<file path="config.mk">
export PLATFORM = sky130hd
export DESIGN_NAME = anc_fir_sequencer
export DESIGN_NICKNAME = d
export VERILOG_FILES = /design/src/rtl/anc_fir_sequencer.sv
export SDC_FILE = /design/constraint.sdc
export NUM_CORES = 2
export LEC_CHECK = 0
export BUFFER_PORTS_ARGS = -buffer_cell sky130_fd_sc_hd__buf_2
export CORE_ASPECT_RATIO = 1.2
export CORE_UTILIZATION = 63
export DETAILED_ROUTE_END_ITERATION = 8
export GPL_TIMING_DRIVEN = 0
export PLACE_DENSITY = 0.86
export SLEW_MARGIN = 10
export SYNTH_ARGS = -nofsm -noshare
export SYNTH_HDL_FRONTEND = slang
export SYNTH_SLANG_ARGS = --single-unit
</file>
<file path="constraint.sdc">
create_clock -name clk -period 7.8 [get_ports clk]
set_clock_uncertainty 0.1 [all_clocks]
set_input_delay 0.78 -clock clk [delete_from_list [all_inputs] [get_ports clk]]
set_output_delay 0.78 -clock clk [all_outputs]
set_load 0.02 [all_outputs]
</file>
<file path="src/rtl/anc_fir_sequencer.sv">
// anc_fir_sequencer
//   Sample-rate scheduler for the adaptive FIR weight/output engine.
//
//   Each sample strobe captures a reference sample and computes a weight
//   adjustment: (mu * err) >>> MU_FRAC, saturated to signed 32 bits, or zero
//   when adapt_en is low. The sequencer issues a one-cycle fir_go and holds
//   fir_ff_in / fir_wadj stable until fir_done. It then registers the FIR
//   output as anti_noise_out with a one-cycle anti_noise_valid pulse.
//
//   One further sample can wait in a pending slot while the FIR runs. Further
//   strobes are dropped and counted. A watchdog moves the sequencer to FAULT
//   when fir_done does not arrive within TIMEOUT cycles.
//
//   Optional build macro ANC_SEQ_CLIP_EN additionally clips the weight
//   adjustment to [-CLIP_LIM, +CLIP_LIM] after saturation.
//
// Ports:
//   clk, rst            clock, asynchronous active-high reset
//   sample_strobe       new ref/err/mu/adapt_en sample valid (1-cycle pulse)
//   ref_sample          signed reference-mic sample
//   err_sample          signed error-mic sample
//   mu, adapt_en        step size and adaptation enable, taken with the strobe
//   fault_clear         leave FAULT (also clears the overrun flag)
//   fir_go              1-cycle start pulse to the FIR
//   fir_ff_in, fir_wadj FIR operands, stable for the whole run
//   fir_out_sample      FIR result
//   fir_done            FIR completion pulse
//   anti_noise_out      last captured FIR result
//   anti_noise_valid    1-cycle pulse when anti_noise_out updates
//   busy, fault         state != IDLE, watchdog fault (sticky)
//   overrun             sticky dropped-sample flag
//   overrun_cnt         saturating dropped-sample count
module anc_fir_sequencer #(
  parameter int MU_W    = 16,
  parameter int MU_FRAC = 15,
  parameter int TIMEOUT = 256,
  parameter int CNT_W   = 16,
  parameter logic signed [31:0] CLIP_LIM = 32'sd1048576
) (
  input  logic             clk,
  input  logic             rst,
  input  logic             sample_strobe,
  input  logic [31:0]      ref_sample,
  input  logic [31:0]      err_sample,
  input  logic [MU_W-1:0]  mu,
  input  logic             adapt_en,
  input  logic             fault_clear,
  output logic             fir_go,
  output logic [31:0]      fir_ff_in,
  output logic [31:0]      fir_wadj,
  input  logic [31:0]      fir_out_sample,
  input  logic             fir_done,
  output logic [31:0]      anti_noise_out,
  output logic             anti_noise_valid,
  output logic             busy,
  output logic             fault,
  output logic             overrun,
  output logic [CNT_W-1:0] overrun_cnt
);

  localparam int PROD_W = MU_W + 32;
  localparam int WD_W   = $clog2(TIMEOUT + 1);
  localparam logic [WD_W-1:0] WD_LAST = WD_W'(TIMEOUT - 1);

`ifdef ANC_SEQ_CLIP_EN
  localparam bit CLIP_ON = 1'b1;
`else
  localparam bit CLIP_ON = 1'b0;
`endif

  typedef enum logic [2:0] {
    S_IDLE,
    S_ISSUE,
    S_WAIT,
    S_CAPTURE,
    S_FAULT
  } state_t;

  function automatic logic signed [31:0] sat32(input logic signed [PROD_W-1:0] v);
    logic signed [PROD_W-1:0] hi;
    logic signed [PROD_W-1:0] lo;
    hi = {{(PROD_W-31){1'b0}}, {31{1'b1}}};
    lo = {{(PROD_W-31){1'b1}}, {31{1'b0}}};
    if (v > hi)      sat32 = 32'sh7FFFFFFF;
    else if (v < lo) sat32 = 32'sh80000000;
    else             sat32 = v[31:0];
  endfunction

  function automatic logic signed [31:0] clip32(input logic signed [31:0] v);
    if (v > CLIP_LIM)       clip32 = CLIP_LIM;
    else if (v < -CLIP_LIM) clip32 = -CLIP_LIM;
    else                    clip32 = v;
  endfunction

  function automatic logic signed [31:0] calc_wadj(input logic signed [MU_W-1:0] m,
                                                   input logic signed [31:0] e,
                                                   input logic en);
    logic signed [PROD_W-1:0] prod;
    logic signed [31:0]       w;
    prod = PROD_W'(m) * PROD_W'(e);
    w = sat32(prod >>> MU_FRAC);
    if (CLIP_ON) w = clip32(w);
    calc_wadj = en ? w : 32'sd0;
  endfunction

  state_t                   state;
  logic signed [31:0]       wadj_new;
  logic [31:0]              pend_ref;
  logic signed [31:0]       pend_wadj;
  logic                     pend_full;
  logic [WD_W-1:0]          wd;
  logic                     drop;
  logic                     take_pend;

  assign wadj_new = calc_wadj($signed(mu), $signed(err_sample), adapt_en);

  // While the FIR is busy the pending slot takes one sample; any further
  // sample is dropped. CAPTURE frees the slot in the same cycle, so it
  // always accepts (handled in the state machine).
  assign drop      = sample_strobe &&  pend_full && (state == S_ISSUE || state == S_WAIT);
  assign take_pend = sample_strobe && !pend_full && (state == S_ISSUE || state == S_WAIT);

  always_ff @(posedge clk or posedge rst) begin
    if (rst) begin
      state            <= S_IDLE;
      fir_go           <= 1'b0;
      fir_ff_in        <= '0;
      fir_wadj         <= '0;
      pend_ref         <= '0;
      pend_wadj        <= '0;
      pend_full        <= 1'b0;
      wd               <= '0;
      anti_noise_out   <= '0;
      anti_noise_valid <= 1'b0;
      busy             <= 1'b0;
      fault            <= 1'b0;
      overrun          <= 1'b0;
      overrun_cnt      <= '0;
    end else begin
      fir_go           <= 1'b0;
      anti_noise_valid <= 1'b0;

      if (fault_clear) overrun <= 1'b0;
      if (drop) begin
        overrun <= 1'b1;
        if (overrun_cnt != '1) overrun_cnt <= overrun_cnt + CNT_W'(1);
      end
      if (take_pend) begin
        pend_ref  <= ref_sample;
        pend_wadj <= wadj_new;
        pend_full <= 1'b1;
      end

      case (state)
        S_IDLE: begin
          if (sample_strobe) begin
            fir_ff_in <= ref_sample;
            fir_wadj  <= wadj_new;
            fir_go    <= 1'b1;
            busy      <= 1'b1;
            state     <= S_ISSUE;
          end
        end
        S_ISSUE: begin
          wd    <= '0;
          state <= S_WAIT;
        end
        S_WAIT: begin
          if (fir_done) begin
            anti_noise_out   <= fir_out_sample;
            anti_noise_valid <= 1'b1;
            state            <= S_CAPTURE;
          end else if (wd == WD_LAST) begin
            fault <= 1'b1;
            state <= S_FAULT;
          end else begin
            wd <= wd + WD_W'(1);
          end
        end
        S_CAPTURE: begin
          // Promote the pending sample; a strobe now refills the freed slot,
          // or starts the next run directly when nothing was pending.
          if (pend_full) begin
            fir_ff_in <= pend_ref;
            fir_wadj  <= pend_wadj;
            fir_go    <= 1'b1;
            state     <= S_ISSUE;
            if (sample_strobe) begin
              pend_ref  <= ref_sample;
              pend_wadj <= wadj_new;
            end else begin
              pend_full <= 1'b0;
            end
          end else if (sample_strobe) begin
            fir_ff_in <= ref_sample;
            fir_wadj  <= wadj_new;
            fir_go    <= 1'b1;
            state     <= S_ISSUE;
          end else begin
            busy  <= 1'b0;
            state <= S_IDLE;
          end
        end
        S_FAULT: begin
          if (fault_clear) begin
            fault     <= 1'b0;
            busy      <= 1'b0;
            pend_full <= 1'b0;
            state     <= S_IDLE;
          end
        end
        default: begin
          busy  <= 1'b0;
          state <= S_IDLE;
        end
      endcase
    end
  end

endmodule
</file>
==> results.json <==
{
  "status": "complete, no violations",
  "seq_area_um2": 4850,
  "async_flop_share": 1.00,
  "hold_buffers": 0,
  "drt-total-wl_um": 76200,
  "drt-vias-per-instance": 5.92,
  "grt_pass1_wl_um": 121000,
  "instances_no_fill": 3639,
  "dp.cells": 3615,
  "hold_viol": 0,
  "required_ps": 8030,
  "num_vias": 21600,
  "core_um2": 40700,
  "setup_viol": 0,
  "rrSetupSlack_ps": 3940,
  "post_synth_inst_count": 2842,
  "slew_headroom": 0.192,
  "clock_path_buffers": 2,
  "antenna_found_initial": 2,
  "final_max_slew_viol_count": 0,
  "ys_top_cells_by_count": "570 x inv_1, 485 x fa_1, 449 x nand2_1",
  "max_freq_mhz": 132,
  "area_growth_pct": 10.1,
  "nets": 3802,
  "grtUsageTotal": 0.376,
  "die_y_um": 224,
  "path_class": "in2reg",
  "ys.flop_type": "dfrtp_1",
  "grt-ovfl-total": 0,
  "end_kind": "flip-flop",
  "yosysWarnings": 0,
  "setup.worst_path.start": "mu[15]",
  "placementRows": 81,
  "utilization": 0.703,
  "drv_cap": 0,
  "wl_per_cell_um": 20.9,
  "dp_hpwl_um": 62000,
  "r2r_cells": 9,
  "drc": 0,
  "hold_slack_ps": 301,
  "synth_top_area_frac": 0.374,
  "antenna_left": 0,
  "fill_cells": 3119,
  "yosysSeqAreaShare": 0.187,
  "ys_seq_elements": 194,
  "post_cts_buffers": 0,
  "synth_edf_count": 0,
  "worstPathArrival_ps": 7830,
  "worst_setup_path_start_kind": "primary input",
  "multi_input_area_um2": 18500,
  "chipWidth_um": 187,
  "dieArea_um2": 42100,
  "drive_gt1_frac": 0.133,
  "worstMarginPinSlew_ps": 1200,
  "initial_core_util": 0.638,
  "path_max_fanout": 10,
  "clock_sinks": 194,
  "yosysMostFrequentCell": "inv_1",
  "cts-buffers-inserted": 17,
  "first_iter_violations": 1864,
  "crit-reg2reg-launch": "state[1]",
  "hold_class": "in2async",
  "htree_levels": 4,
  "clockRootBuffer": "clkbuf_16",
  "synthTopCellsByArea": "fa_1 37%, dfrtp_1 19%, inv_1 8.2%",
  "port_buffers": 233,
  "grt_start_max_net_pins": 109,
  "yosysTopAreaCell": "fa_1",
  "critPathCapture": "fir_wadj[20]",
  "first_global_vias": 22800,
  "gp_congestion": 1.00,
  "min_period_ps": 7600,
  "rr_endpoint": "fir_ff_in[4]",
  "avgSynthCellArea_um2": 9.14,
  "syn-cell-area_um2": 26000,
  "clkLatencyLatePin_ps": 450,
  "clk_pin_slew_ps": 80,
  "syn_nets": 3559,
  "cts_tree": "done",
  "synth_cell_types": 67,
  "ioPinCount": 235,
  "firstDrtPassIters": 5,
  "fin_crit_sh": 0.974
}
routing by layer:
layer / part of all wire / track usage
met4: 0.079 / 0.248
met2: 0.49 / 0.634
met3: 0.088 / 0.0683
met5: 0 / 0
met1: 0.34 / 0.443
metrics by stage:
stage / setup TNS (ps) / area [µm²] / worst slack [ps]
6_report: 0 / 28600 / 199
3_3_place_gp: -50360 / 27800 / -912
5_1_grt: -94.5 / 28600 / -28.1
2_1_floorplan: 0 / 26000 / 698
4_1_cts: 0 / 28500 / 13.2
3_5_place_dp: -52830 / 27900 / -965
cell usage in the layout (no fill, tap or decap), types with 7 or more instances in the layout:
master,count
a21oi_1,119
nand2b_1,11
a21o_1,17
a31oi_1,16
a222oi_1,10
clkbuf_1,52
nor2_1,126
ha_1,113
xor2_1,21
fa_1,484
mux2_2,33
nor3_1,9
dfrtp_1,194
and2_1,204
nand2_1,449
buf_2,250
xnor2_1,38
o22ai_1,42
clkbuf_2,53
o31ai_1,14
inv_1,569
o211ai_1,26
nand3_1,26
and3_1,7
nand4_1,19
o21ai_0,52
clkbuf_16,17
critical path, cell delays in order:
cell,delay [ps]
buf_2,180
inv_2,250
clkbuf_4,300
nor2_1,90
fa_1,530
fa_1,480
fa_1,530
fa_1,430
fa_1,490
inv_1,50
fa_1,470
inv_1,40
ha_1,360
a211oi_1,330
o221ai_1,190
a31oi_1,430
a211oi_2,180
nor4b_4,430
o41ai_4,160
xor2_4,210
buf_4,220
buf_4,170
o211ai_1,370
a21oi_1,130
layout make-up:
cell class,instances,share of cell area
Antenna cell,2,0.000175
Buffer,137,0.0227
Clock buffer,18,0.0150
Clock inverter,14,0.00621
Inverter,571,0.0751
Multi-Input combinational cell,1930,0.646
Sequential cell,194,0.170
Tap cell,539,0.0236
Timing Repair Buffer,234,0.0417
kinds of logic after synthesis:
family	after synthesis	share of synthesized area
simple gates	876	0.155
compound gates	353	0.0868
xor+xnor	61	0.0208
buf+inv	718	0.105
mux	35	0.0151
flops	194	0.187
fa+ha+maj	605	0.431
worst min path at each step:
stage          slack, ps            to      start  depth (start not counted)
3_3_place_gp         360     flip-flop  flip-flop                          2
3_5_place_dp         360     flip-flop  flip-flop                          2
6_report             300     async pin        rst                          2
5_1_grt              360  fir_ff_in[2]        rst                          2
4_1_cts              330  fir_ff_in[0]        rst                          2
2_1_floorplan        340     flip-flop  flip-flop                          2
repair_timing:
action	4_1_cts	5_1_grt
endpoints found under the setup margin	64	64
resized for setup	46	100
cloned	0	0
pin swaps	0	2
Power is left out: the tool's default activity adds up to more than one toggle a clock period on the data nets, which glitch-free logic cannot reach.
